[src/rtl/player_btn_ctrl.sv]
// Button conditioner for the player-position stage: 2-FF sync, debounce,
// last-press-wins arbitration, and move requests that change only on the frame tick.
module player_btn_ctrl #(
    parameter int DEBOUNCE_CYCLES = 250000,
    parameter int CNT_WIDTH       = 18
) (
    input  logic i_Clk,
    input  logic i_Rst,
    input  logic i_Btn_Left_Raw,
    input  logic i_Btn_Right_Raw,
    input  logic i_fTick,
    output logic o_Btn_Left,
    output logic o_Btn_Right
);

    // state | meaning
    // IDLE  | no move requested (neither, or both pressed together)
    // LEFT  | left is the winning button
    // RIGHT | right is the winning button
    typedef enum logic [1:0] {
        IDLE  = 2'd0,
        LEFT  = 2'd1,
        RIGHT = 2'd2
    } state_t;

    localparam logic [CNT_WIDTH-1:0] CNT_MAX = CNT_WIDTH'(DEBOUNCE_CYCLES - 1);

    // Index 0 is the left button, index 1 the right button.
    logic [1:0]           raw;
    logic [1:0]           s1_q;
    logic [1:0]           s2_q;
    logic [1:0]           db_q;
    logic [1:0]           db_d;
    logic [1:0]           db_prev_q;
    logic [1:0]           rise;
    logic [CNT_WIDTH-1:0] cnt_q [2];
    logic [CNT_WIDTH-1:0] cnt_d [2];
    logic                 lvl_l;
    logic                 lvl_r;
    logic                 out_l_q;
    logic                 out_r_q;
    state_t               state_q;

    assign raw   = {i_Btn_Right_Raw, i_Btn_Left_Raw};
    assign rise  = db_q & ~db_prev_q;
    assign lvl_l = db_q[0];
    assign lvl_r = db_q[1];

    always_comb begin
        db_d  = db_q;
        cnt_d = '{default: '0};
        for (int i = 0; i < 2; i++) begin
            if (s2_q[i] != db_q[i]) begin
                if (cnt_q[i] == CNT_MAX) begin
                    db_d[i] = s2_q[i];
                end else begin
                    cnt_d[i] = cnt_q[i] + 1'b1;
                end
            end
        end
    end

    always_ff @(posedge i_Clk) begin
        if (i_Rst) begin
            s1_q      <= '0;
            s2_q      <= '0;
            db_q      <= '0;
            db_prev_q <= '0;
            cnt_q     <= '{default: '0};
            state_q   <= IDLE;
            out_l_q   <= 1'b0;
            out_r_q   <= 1'b0;
        end else begin
            s1_q      <= raw;
            s2_q      <= s1_q;
            db_q      <= db_d;
            cnt_q     <= cnt_d;
            db_prev_q <= db_q;

            case (state_q)
                IDLE: begin
                    if (lvl_l && !lvl_r) begin
                        state_q <= LEFT;
                    end else if (lvl_r && !lvl_l) begin
                        state_q <= RIGHT;
                    end
                end
                LEFT: begin
                    if (rise[1] || (!lvl_l && lvl_r)) begin
                        state_q <= RIGHT;
                    end else if (!lvl_l && !lvl_r) begin
                        state_q <= IDLE;
                    end
                end
                RIGHT: begin
                    if (rise[0] || (!lvl_r && lvl_l)) begin
                        state_q <= LEFT;
                    end else if (!lvl_l && !lvl_r) begin
                        state_q <= IDLE;
                    end
                end
                default: state_q <= IDLE;
            endcase

            // Sampled from the registered state, so a visit between ticks is invisible.
            if (i_fTick) begin
                out_l_q <= (state_q == LEFT);
                out_r_q <= (state_q == RIGHT);
            end
        end
    end

    assign o_Btn_Left  = out_l_q;
    assign o_Btn_Right = out_r_q;

endmodule

[config.mk]
export PLATFORM = sky130hd
export DESIGN_NAME = player_btn_ctrl
export DESIGN_NICKNAME = d
export VERILOG_FILES = /design/src/rtl/player_btn_ctrl.sv
export SDC_FILE = /design/constraint.sdc
export NUM_CORES = 1
export LEC_CHECK = 0
export BUFFER_PORTS_ARGS = -buffer_cell sky130_fd_sc_hd__buf_4
export CAP_MARGIN = 20
export CORE_MARGIN = 2
export CORE_UTILIZATION = 49
export DETAILED_ROUTE_END_ITERATION = 6
export GPL_ROUTABILITY_DRIVEN = 0
export PLACE_DENSITY = 0.67
export SLEW_MARGIN = 20
export SYNTH_ARGS = -nofsm -noshare
export SYNTH_HDL_FRONTEND = slang
export SYNTH_SLANG_ARGS = --single-unit
[constraint.sdc]
create_clock -name i_Clk -period 2.3 [get_ports i_Clk]
set_clock_uncertainty 0.2 [all_clocks]
set_input_delay 0.115 -clock i_Clk [delete_from_list [all_inputs] [get_ports i_Clk]]
set_output_delay 0.115 -clock i_Clk [all_outputs]
set_load 0.005 [all_outputs]
==> out/metrics.yaml, run 1 <==
initial_antenna_violation_count: 0
critical_path_required_ns: 2.30
flow.area_growth_from_synthesis_pct: 13.36
hold_path_end: "s2_q[1]"
timing_hold_violations_final: 0
relSlewSlack_pct: 77.61
synth_seq_area_share_pct: 45.61
finalWorstSetupSlack_ns: 0.1392
cts.repair.resized: 0
uppermost_metal_layer_occupied_by_signal_nets: "met4"
cap_viol_max_count: 0
run_status: "finished, final reports clean"
clock_tree.htree_level_count: 2
synthesized_instance_count: 238
total_core_area_mm2: 0.004058
worst_hold_startpoint: "s1_q[1]"
postLayoutCoreUtil_pct: 58.87
synth.area.top_cells: "sky130_fd_sc_hd__dfxtp_1 (46%), sky130_fd_sc_hd__xnor2_1 (10%), sky130_fd_sc_hd__nor2_1 (7.8%), sky130_fd_sc_hd__nand3_1 (3.3%), sky130_fd_sc_hd__ha_1 (3.0%)"
cts.clk_slew.worst_paths_ns: 0.09
grt_pass1_wl_um: 6858
fmax_ghz: 0.4628
library_cell_with_the_largest_summed_area_after_synthesis: "sky130_fd_sc_hd__dfxtp_1"
synth-edff-count: 0
dominant_register_cell_in_the_synthesized_netlist: "sky130_fd_sc_hd__dfxtp_1"
vias_per_cell: 5.190
io_pins: 7
synth.net_count: 248
synth.distinct_cells: 33
critical_path_arrival_ns: 2.16
critical_path.max_fanout: 8
ff2ff_path_depth: 6
cpPeakStageDelay_ns: 0.57
avgRoutedWirePerCell_um: 12.01
drcViolationCount: 0
ir_drop_mv: 0.2997
yosys.cell_count.top_type: "sky130_fd_sc_hd__dfxtp_1"
totalNegativeSetupSlack_ns: 0
tritoncts_num_sinks: 48
timing.hold.worst.class: "register to register"
die_width_um: 69.58
drive_gt1_share_pct: 10.00
timing.final.max_slew_violations: 0
r2r-end: "cnt_q[16]"
met2RoutedLength_um: 1661
rsz0062_at_grt: "false"
worst_reg_to_reg_setup_slack_ns: 0.14
period_share_pct: 93.95
clkLatencyLatePin_ns: 0.30
placement.setup.worst_slack_ns: 0.1716
setup_viol: 0
min_period_ns: 2.161
setup.worst_path.start_class: "register"
syn-mean-instance-area_um2: 8.853
min_hold_slack_ns: 0.2518
largest_net_degree_at_the_start_of_global_routing: 17
end_kind: "register"
synth.yosys.warnings: 0
post_synth_instance_area_mm2: 0.002107
rows: 23
worstMarginPinSlew_ns: 0.3327
yosys_register_bits: 48
routed-via-count: 1609
crit_slowest_cell: "sky130_fd_sc_hd__or4_1"
reg2reg_from: "cnt_q[0]"
initial_drt_pass_iterations: 4
fraction_of_synthesis_flops_using_an_asynchronous_set_or_reset_pin_pct: 0
synth.cells.most_frequent: "sky130_fd_sc_hd__dfxtp_1 (48), sky130_fd_sc_hd__nor2_1 (44), sky130_fd_sc_hd__xnor2_1 (24)"
post-synth-top-area-fraction_pct: 45.61
io_buffers: 6
grt_usage_pct: 17.42
critical_path_class: "register to register"
floorplan.initialDensity_pct: 51.93
final_nets: 269
cts_tree: "yes"
num-fill-cells: 374
pwr_density_cell_mw_per_mm2: 575.0
cp_cell_sequence: "ha_1 -> nand3_1 -> or4_1 -> o21ai_2 -> buf_4 -> nor2_1"
initialDrtViolationCount: 81
grt_overflow: 0
postRouteWirelength_um: 3722
cts.path.max_buffers: 2
route.layer.met1.wl_um: 1937
p_leak_uw: 0.0007340
dp_hpwl_um: 2558
floorplan.die_area_mm2: 0.004841
routed_wire_length_on_met3_um: 90
die_y_um: 69.58
tritoncts.num_buffers: 5
grt_pass1_vias: 1567
hold_depth: 1
ctsRootBufferMaster: "sky130_fd_sc_hd__clkbuf_8"
insertedDiodeCount: 0
antenna_violating_nets_post_route: 0
-- metrics by stage --
stage	area, um2	total power, uW	cells
6_report	2389	1373	310
2_1_floorplan	2107	868.6	238
4_1_cts	2389	1395	310
3_3_place_gp	2236	879.1	296
5_1_grt	2389	1435	310
3_5_place_dp	2236	879.6	296
-- cell families (layout without fill, tap and decap cells) --
| family | count (synthesis) | in the layout | synth area share [%] |
|---|---|---|---|
| AOI/OAI and AO/OA | 21 | 21 | 5.701 |
| xor gates and xnor gates | 29 | 29 | 12.05 |
| adders and majority gates | 5 | 5 | 2.969 |
| buffers and inverters | 14 | 36 | 2.731 |
| DFF | 48 | 48 | 45.61 |
| muxes | 1 | 1 | 0.4751 |
| and+or+nand+nor | 120 | 120 | 30.46 |
-- worst max-delay path: cells and delay by family (launching register included) --
family / cells / cell delay [ns]
AO/OA/AOI/OAI: 1 / 0.27
adder cells (fa/ha/maj): 1 / 0.22
buffers and inverters: 1 / 0.21
flip-flops: 1 / 0.40
AND/OR/NAND/NOR: 3 / 0.75
-- cell usage in the layout (no fill, tap or decap), types with 3 or more instances in the layout --
cell type,count
sky130_fd_sc_hd__dlygate4sd3_1,6
sky130_fd_sc_hd__clkbuf_8,5
sky130_fd_sc_hd__a21oi_1,8
sky130_fd_sc_hd__xor2_1,5
sky130_fd_sc_hd__nand4_1,6
sky130_fd_sc_hd__nor4_1,8
sky130_fd_sc_hd__dfxtp_1,48
sky130_fd_sc_hd__ha_1,5
sky130_fd_sc_hd__or3_1,6
sky130_fd_sc_hd__o21ai_0,8
sky130_fd_sc_hd__xnor2_1,24
sky130_fd_sc_hd__inv_1,11
sky130_fd_sc_hd__nor2b_1,7
sky130_fd_sc_hd__nand2_1,11
sky130_fd_sc_hd__nor2_1,44
sky130_fd_sc_hd__buf_4,11
sky130_fd_sc_hd__nand3_1,14
sky130_fd_sc_hd__nand2b_1,3
sky130_fd_sc_hd__nor3_1,8
-- where the power goes --
| part | leakage [uW] | switching [uW] | internal (uW) |
|---|---|---|---|
| registers | 0.000387 | 2.22 | 835 |
| clock network | 0.0000404 | 290 | 215 |
| logic | 0.000306 | 14.2 | 17.4 |
| total | 0.000734 | 306 | 1070 |
-- flip-flops by register name, summed over array words and instances, names as in the netlist --
name / cells
cnt_q: 36
db_prev_q: 2
db_q: 2
s1_q: 2
s2_q: 2
state_q: 2
o_Btn_Left: 1
o_Btn_Right: 1
-- what timing repair did --
| item | in CTS | in global routing |
|---|---|---|
| endpoints found under the hold margin | 12 | 0 |
| setup buffers | 0 | 0 |
| hold buffers | 6 | 0 |
-- per-layer routing --
layer | vias up | global-route usage (%)
met5 | - | 0
met4 | 0 | 6.536
met3 | 4 | 4.797
met2 | 11 | 27.14
met1 | 738 | 23.03
li1 | 856 | -
-- layout make-up --
class,instances,area (um2),area share (%)
Sequential cell,48,960.9,40.23
Clock inverter,3,23.77,0.9953
Tap cell,50,62.56,2.619
Timing Repair Buffer,17,142.6,5.972
Multi-Input combinational cell,176,1089,45.57
Clock buffer,5,68.82,2.881
Inverter,11,41.29,1.729
-- worst max path at each step --
stage	from	endpoint	slack, ns	depth (start not counted)
3_3_place_gp	cnt_q[0]	cnt_q[13]	0.25	6
6_report	cnt_q[0]	cnt_q[16]	0.14	6
5_1_grt	cnt_q[0]	cnt_q[13]	0.03	6
2_1_floorplan	cnt_q[0]	cnt_q[16]	0.24	6
4_1_cts	cnt_q[0]	cnt_q[15]	0.15	6
3_5_place_dp	cnt_q[0]	cnt_q[15]	0.17	6
Note: power is estimated with default switching activity, not from simulation.
==> run 2: changes to the inputs <==
==> constraint.sdc (replaced) <==
create_clock -name i_Clk -period 2.5 [get_ports i_Clk]
set_clock_uncertainty 0.2 [all_clocks]
set_input_delay 0.125 -clock i_Clk [delete_from_list [all_inputs] [get_ports i_Clk]]
set_output_delay 0.125 -clock i_Clk [all_outputs]
set_load 0.005 [all_outputs]
==> run 2 against run 1 <==
  * Sequential power shrank 8.0%
  * Combinational power decreased by 12%
  * Non-clock buffer count fell by 3
  * Critical path type unchanged
  * Critical endpoint is now cnt_q[10]
==> out/metrics.yaml, run 2 (synthesis gave the netlist of run 1 again) <==
run_status: "finished, final reports clean"
ff2ff_path_depth: 6
final_common_cell: "sky130_fd_sc_hd__dfxtp_1"
drive_gt1_share_pct: 8.949
hold_depth: 1
critical_path_class: "register to register"
grt_overflow: 0
power_internal_uw: 1079
beginning_of_the_critical_path: "cnt_q[0]"
period_share_pct: 82.57
relSlewSlack_pct: 76.74
cts.repair.resized: 0
share_seq_of_total_power_pct: 57.2
total_core_area_mm2: 0.004058
flow.area_growth_from_synthesis_pct: 13.18
dp_hpwl_um: 2471
largest_net_degree_at_the_start_of_global_routing: 19
cpPeakStageDelay_ns: 0.55
cp_cell_sequence: "ha_1 -> nand3_1 -> or4_1 -> o21ai_2 -> buf_4 -> nor2_1"
num-fill-cells: 368
pwr_density_cell_mw_per_mm2: 564.0
finalWorstSetupSlack_ns: 0.4357
timing_hold_violations_final: 0
grt_pass1_vias: 1524
clock_tree.htree_level_count: 2
grt_pass1_wl_um: 6582
min_period_ns: 2.064
setup_viol: 0
crit_slowest_cell: "sky130_fd_sc_hd__or4_1"
reg2reg_from: "cnt_q[0]"
io_buffers: 6
placement.setup.worst_slack_ns: 0.4314
die_y_um: 69.58
initial_antenna_violation_count: 0
clkLatencyLatePin_ns: 0.29
timing.hold.worst.class: "register to register"
min_hold_slack_ns: 0.2522
io_pins: 7
ir_drop_mv: 0.3106
initial_drt_pass_iterations: 4
initialDrtViolationCount: 92
floorplan.initialDensity_pct: 51.93
timing.final.max_slew_violations: 0
p_leak_uw: 0.0007339
cts.path.max_buffers: 2
largest_register: "cnt_q"
floorplan.die_area_mm2: 0.004841
tritoncts.num_buffers: 5
vias_per_cell: 5.143
end_kind: "register"
cts.clk_slew.worst_paths_ns: 0.09
number_of_flip_flops_under_the_largest_register_name: 36
routed-via-count: 1579
totalNegativeSetupSlack_ns: 0
cap_viol_max_count: 0
dp.cells: 293
switchingPower_uw: 266.0
drcViolationCount: 0
switching_share_pct: 19.77
ctsRootBufferMaster: "sky130_fd_sc_hd__clkbuf_8"
power_frac_comb_pct: 2.1
antenna_violating_nets_post_route: 0
setup.worst_path.start_class: "register"
postRouteWirelength_um: 3529
fmax_ghz: 0.4844
tritoncts_num_sinks: 48
rows: 23
avgRoutedWirePerCell_um: 11.50
insertedDiodeCount: 0
post-layout-total-power_uw: 1345
rsz0062_at_grt: "false"
grt_usage_pct: 16.26
critical_path_arrival_ns: 2.05
cts_tree: "yes"
worstMarginPinSlew_ns: 0.3457
die_width_um: 69.58
critical_path_required_ns: 2.49
cts_post_setup_buffers_inserted: 0
commonest_non_fill_non_tap_cells_in_the_layout: "sky130_fd_sc_hd__dfxtp_1 (48), sky130_fd_sc_hd__nor2_1 (44), sky130_fd_sc_hd__xnor2_1 (24), sky130_fd_sc_hd__nand3_1 (14)"
worst_hold_startpoint: "cnt_q[18]"
final_nets: 266
clock_network_fraction_of_total_power_pct: 40.7
final_cell_count_no_fill: 307
critical_path.max_fanout: 18
run 2: final timing paths:
check	endpoint	slack, ns
setup reg to reg	cnt_q[10]	0.44
hold reg to reg	cnt_q[18]	0.25
setup / recovery	cnt_q[10]	0.44
hold / removal	cnt_q[18]	0.25
run 2: stage by stage:
stage               instance area (um2)  utilization [%]
floorplan                          2107                -
global placement                   2213            54.55
detailed placement                 2213            54.55
CTS                                2385            58.77
global route                       2385            58.77
finish                             2385            58.77
run 2: routing by layer:
| layer | vias to the layer above | GRT usage, % | part of all wire (%) | routed length [um] |
|---|---|---|---|---|
| met2 | 14 | 25.00 | 41 | 1458 |
| met5 | - | 0 | 0 | 0 |
| met3 | 4 | 4.360 | 2.2 | 76 |
| met1 | 708 | 22.23 | 55 | 1954 |
| met4 | 0 | 5.229 | 1.1 | 39 |
| li1 | 853 | - | - | - |
run 2: power groups by stage:
stage / logic, uW / registers, uW / clock network [uW]
6_report: 27.9 / 770 / 547
2_1_floorplan: 11.7 / 787 / 0
3_5_place_dp: 20.7 / 788 / 0
4_1_cts: 28.0 / 770 / 563
5_1_grt: 31.1 / 771 / 595
3_3_place_gp: 20.6 / 788 / 0
run 2: repair_timing:
item                                   CTS  global route
endpoints found under the hold margin   12             0
setup endpoints to repair                0             0
hold buffers                             6             0
run 2: final cells by class:
| cell class | instances | area, um2 | share of cell area (%) |
|---|---|---|---|
| well taps | 50 | 62.56 | 2.623 |
| clock buffers | 5 | 68.82 | 2.886 |
| inverters | 11 | 41.29 | 1.731 |
| repair buffers | 14 | 120.1 | 5.037 |
| flip-flops and latches | 48 | 960.9 | 40.29 |
| multi-input cells | 176 | 1089 | 45.65 |
| clock inverters | 3 | 42.54 | 1.784 |
run 2: worst max-delay path, delay by kind of cell (launching register included):
family | cells | cell delay [ns]
AO/OA/AOI/OAI | 1 | 0.15
buffers and inverters | 1 | 0.23
adder cells (fa/ha/maj) | 1 | 0.23
flip-flops | 1 | 0.40
AND/OR/NAND/NOR | 3 | 0.74
